--- src/rtl/array_div_pkg.sv ---
// Shared types and constants for the array divider sequencer.
//   W         default operand/quotient word width
//   word_t    one operand or quotient word
//   div_seq_state_t  sequencer FSM states
//   QUOT_SAT  quotient substituted in every lane on a zero divisor
// The lane array type depends on the lane count, which is a module
// parameter, so it is declared inside the module that owns N.
package array_div_pkg;

  localparam int unsigned W = 36;

  typedef logic [W-1:0] word_t;

  typedef enum logic [1:0] {
    IDLE = 2'd0,
    RUN  = 2'd1,
    CAPT = 2'd2,
    DONE = 2'd3
  } div_seq_state_t;

  localparam word_t QUOT_SAT = {32'hFFFF_FFFF, 4'h0};

endpackage

--- src/rtl/array_div_seq.sv ---
// Sequencer for the shared N-lane fixed-point array divider.
// Accepts one request (divisor + N dividends) on start while ready, holds the
// registered operands on the divider inputs, enables the divider for exactly
// LATENCY cycles, captures the N quotients and presents them with valid until
// result_ack. A zero divisor bypasses the divider and returns QUOT_SAT lanes
// with div_by_zero set.
// Ports:
//   clk, reset            system clock, synchronous active-high reset
//   start / ready         request handshake (ready only in IDLE)
//   divisor_in            divisor, sampled at accept
//   dividends_in          N dividends, sampled at accept
//   div_en                divider clock enable
//   div_divisor           registered divisor to the divider
//   div_dividends         registered dividends to the divider
//   div_quotients         divider quotient outputs
//   valid / result_ack    result handshake (valid only in DONE)
//   quotients_out         captured quotients, stable while valid
//   div_by_zero           qualifies quotients_out
module array_div_seq #(
  parameter int unsigned N       = 6,
  parameter int unsigned LATENCY = 8,
  parameter int unsigned W       = 36
) (
  input  logic                clk,
  input  logic                reset,
  input  logic                start,
  output logic                ready,
  input  logic [W-1:0]        divisor_in,
  input  logic [N-1:0][W-1:0] dividends_in,
  output logic                div_en,
  output logic [W-1:0]        div_divisor,
  output logic [N-1:0][W-1:0] div_dividends,
  input  logic [N-1:0][W-1:0] div_quotients,
  output logic                valid,
  input  logic                result_ack,
  output logic [N-1:0][W-1:0] quotients_out,
  output logic                div_by_zero
);

  import array_div_pkg::*;

  typedef logic [N-1:0][W-1:0] lanes_t;

  localparam int unsigned CW = (LATENCY > 1) ? $clog2(LATENCY) : 1;
  localparam logic [CW-1:0] CNT_LOAD = CW'(LATENCY - 1);
  localparam logic [W-1:0]  SAT_W    = W'(QUOT_SAT);

  div_seq_state_t state, state_d;
  logic [CW-1:0]  cnt;
  logic           accept;
  logic           divisor_zero;

  assign divisor_zero = (divisor_in == '0);
  assign accept       = (state == IDLE) && start;

  always_ff @(posedge clk) begin
    if (reset) begin
      state         <= IDLE;
      cnt           <= '0;
      div_divisor   <= '0;
      div_dividends <= '0;
      quotients_out <= '0;
      div_by_zero   <= 1'b0;
    end else begin
      state <= state_d;
      case (state)
        IDLE: begin
          if (start) begin
            div_divisor   <= divisor_in;
            div_dividends <= dividends_in;
            if (divisor_zero) begin
              quotients_out <= lanes_t'({N{SAT_W}});
              div_by_zero   <= 1'b1;
            end else begin
              cnt <= CNT_LOAD;
            end
          end
        end
        RUN: begin
          if (cnt != '0) cnt <= cnt - 1'b1;
        end
        CAPT: begin
          quotients_out <= div_quotients;
          div_by_zero   <= 1'b0;
        end
        default: ;
      endcase
    end
  end

  always_comb begin
    state_d = state;
    ready   = 1'b0;
    div_en  = 1'b0;
    valid   = 1'b0;
    case (state)
      IDLE: begin
        ready = 1'b1;
        if (accept) state_d = divisor_zero ? DONE : RUN;
      end
      RUN: begin
        div_en = 1'b1;
        if (cnt == '0) state_d = CAPT;
      end
      CAPT: state_d = DONE;
      DONE: begin
        valid = 1'b1;
        if (result_ack) state_d = IDLE;
      end
      default: state_d = IDLE;
    endcase
  end

endmodule

--- config.mk ---
export PLATFORM = sky130hd
export DESIGN_NAME = array_div_seq
export DESIGN_NICKNAME = d
export VERILOG_FILES = /design/src/rtl/array_div_pkg.sv /design/src/rtl/array_div_seq.sv
export SDC_FILE = /design/constraint.sdc
export NUM_CORES = 1
export LEC_CHECK = 0
export CORE_AREA = 8 8 356 358
export CTS_BUF_LIST = sky130_fd_sc_hd__clkbuf_2 sky130_fd_sc_hd__clkbuf_4 sky130_fd_sc_hd__clkbuf_8
export CTS_CLUSTER_DIAMETER = 100
export DETAILED_ROUTE_END_ITERATION = 10
export DIE_AREA = 0 0 364 366
export PLACE_DENSITY = 0.33
export SLEW_MARGIN = 20
export SYNTH_ARGS = -nofsm -noshare
export SYNTH_HDL_FRONTEND = slang
export SYNTH_SLANG_ARGS = --single-unit
--- constraint.sdc ---
create_clock -name clk -period 3.2 [get_ports clk]
set_input_delay 0.64 -clock clk [delete_from_list [all_inputs] [get_ports clk]]
set_output_delay 0.64 -clock clk [all_outputs]
set_load 0.1 [all_outputs]
==> impl_metrics.env <==
export IMPL_remaining_drc_errors=0
export IMPL_post_layout_nonfiller_instances=4785
export IMPL_first_global_vias=19870
export IMPL_async_sr_flop_fraction_pct=0
export IMPL_cp_start_kind="primary input"
export IMPL_max_cap_viol_count=0
export IMPL_first_iter_violations=1099
export IMPL_buffers_inserted_during_post_cts_setup_optimization=0
export IMPL_worst_slew_pin_slew_ns=0.972
export IMPL_clock_latency_ns=0.73
export IMPL_detail_route_wl_per_cell_um=22.6
export IMPL_placed_cell_area_um2=28200
export IMPL_area_growth_pct=72.2
export IMPL_timing_hold_worst_class="in2reg"
export IMPL_layout_filler_cells=13300
export IMPL_status="finished clean"
export IMPL_cellPowerDensity_nw_per_um2=989
export IMPL_globalRouteTotalUtil_pct=15.4
export IMPL_share_of_yosys_cell_area_claimed_by_the_top_area_cell_type_pct=53.9
export IMPL_post_route_worst_setup_slack_ns=0.319
export IMPL_power_static_leakage_nw=12.3
export IMPL_power_mw=30.0
export IMPL_totalNegativeSetupSlack_ns=0
export IMPL_leading_register_cell_type_out_of_synthesis="dfxtp_1"
export IMPL_synth_seq_cells=474
export IMPL_cts_buffers=97
export IMPL_synth_top_cells_by_area="dfxtp_1 (54%), nand2_1 (11%), a311oi_1 (9.6%), a21oi_1 (7.3%), nor3_1 (5.5%)"
export IMPL_placement_setup_worst_slack_ns=-0.719
export IMPL_grt_setup_unrepaired="false"
export IMPL_cp_data_required_time_ns=3.72
export IMPL_synthMostInstantiatedCell="nand2_1"
export IMPL_setup_worst_path_class="in2reg"
export IMPL_die_area_um2=133000
export IMPL_root_buffer="clkbuf_8"
export IMPL_drt_antenna_violating_nets=0
export IMPL_syn_num_nets=2621
export IMPL_hold_worst_slack_ns=0.366
export IMPL_cts_htree_levels=3
export IMPL_clock_skew_final_ns=0.0386
export IMPL_synth_largest_area_cell="dfxtp_1"
export IMPL_slew_headroom_pct=35.2
export IMPL_die_height_um=366
export IMPL_drt_pass1_iterations=5
export IMPL_route_final_wire_length_um=108000
export IMPL_synth_area_per_cell_um2=8.21
export IMPL_finalHoldViolCount=0
export IMPL_finalCoreUtilization_pct=25.1
export IMPL_fp_coreArea_um2=121000
export IMPL_routabilityCongestion=0.804
export IMPL_critical_path_peak_fanout=21
export IMPL_category_of_the_worst_setup_path_capture_point="register"
export IMPL_post_synth_instance_area_um2=17600
export IMPL_setup_violations_final=0
export IMPL_ys_seq_area_share_pct=53.9
export IMPL_grt_first_pass_wirelength_um=150000
export IMPL_fmax_ghz=0.347
export IMPL_ys_top_cells_by_count="nand2_1 (531), dfxtp_1 (474), a21oi_1 (257)"
export IMPL_place_detailed_instances=4596
export IMPL_grt_start_max_net_pins=159
export IMPL_dpl_hpwl_um=84300
export IMPL_synthDistinctLibCells=33
export IMPL_antenna_found_initial=25
export IMPL_cts_tree="done"
export IMPL_synth_warning_count=0
export IMPL_via_count=19283
export IMPL_drt_vias_per_instance=4.03
export IMPL_die_width_um=364
export IMPL_floorplan_initialDensity_pct=14.6
export IMPL_cts_clk_slew_worst_paths_ns=0.06
export IMPL_core_rowCount=128
export IMPL_netlist_instances=2143
export IMPL_synth_enable_flop_cells=0
export IMPL_share_of_post_route_cells_with_drive_strength_above_1_pct=23.6
export IMPL_boundaryPins=944
export IMPL_design_final_nets=3548
export IMPL_clk_path_buf_depth=3
export IMPL_grt_overflow_total=0
export IMPL_final_period_minus_worst_setup_slack_ns=2.88
export IMPL_clkSinkCount=474
export IMPL_finish_instance_area_um2=30300
export IMPL_finalCritPeriodShare_pct=90.0
export IMPL_critPathArrivalTime_ns=3.41
export IMPL_port_buffers=943
export IMPL_peakVddDrop_mv=0.422
export IMPL_maxSlewViolCount=0
==> final timing paths <==
kind	from	endpoint	slack (ns)	cells after the start
worst max-delay path	divisor_in[18]	quotients_out[64]$_SDFFE_PP0P_	0.32	10
worst min-delay path	reset	div_dividends[201]$_SDFFE_PP0P_	0.37	2
worst max register to register	state[0]$_SDFFE_PP0P_	quotients_out[64]$_SDFFE_PP0P_	0.33	11
worst min register to register	div_dividends[158]$_SDFFE_PP0P_	div_dividends[158]$_SDFFE_PP0P_	0.45	2
==> sequential cells by signal, summed over array words and instances, names as in the netlist <==
name,flops
cnt,3
div_by_zero,1
div_dividends,216
div_divisor,36
quotients_out,216
state,2
==> report_power, final <==
part	leakage, nW	switching [mW]	internal [mW]
logic	7.41	12.0	3.61
registers	3.87	0.662	7.05
clock network	1.06	2.86	3.77
total	12.3	15.5	14.4
==> layout by cell type, fill, tap and decap left out, types with 3 or more instances in the layout <==
cell,instances
nor3_1,193
a21oi_1,257
a311oi_1,192
buf_12,33
clkbuf_4,39
nand4_1,3
o22ai_1,24
ha_1,4
clkdlybuf4s50_1,470
inv_1,198
nand3_1,25
nand2_1,530
nor4_1,6
clkbuf_8,115
o21ai_0,3
clkinvlp_4,3
buf_4,528
nor2_1,3
dfxtp_1,474
a211oi_1,3
diode_2,25
==> cell families after synthesis <==
family	after synthesis	share of synthesized area, %
flip-flops	474	53.9
AND/OR/NAND/NOR	774	18.5
adder cells (fa/ha/maj)	6	0.427
buffers and inverters	403	8.89
AO/OA/AOI/OAI	486	18.3
==> critical path, stage by stage <==
cell and delay (ns):
clkdlybuf4s50_1 0.47, nor4_1 0.67, buf_4 0.26, nand4_1 0.08, buf_4 0.15, or3_1 0.37, o21ai_4 0.23, buf_12 0.21
buf_4 0.19, a311oi_1 0.10
==> what timing repair did <==
item | CTS | global route
hold buffers | 0 | 0
setup endpoints to repair | 220 | 3
gates resized for setup | 2 | 1
==> final cells by class <==
cell class	count	area, µm²	share of cell area [%]
inverter	199	747	2.47
antenna	25	62.6	0.207
tap	1625	2030	6.71
timing repair buffer	1032	9340	30.8
clock buffer	154	1880	6.19
clock inverter	10	118	0.388
sequential	474	9490	31.3
multi-input combinational	1266	6620	21.9
==> layer usage <==
| layer | routed length [µm] | GRT usage (%) | vias to the layer above |
|---|---|---|---|
| met1 | 40500 | 16.4 | 9187 |
| met4 | 5040 | 7.35 | 4 |
| met5 | 21 | 0 | - |
| li1 | - | - | 9174 |
| met2 | 53800 | 26.9 | 719 |
| met3 | 8970 | 5.80 | 199 |
(Power assumes the default switching activity.)
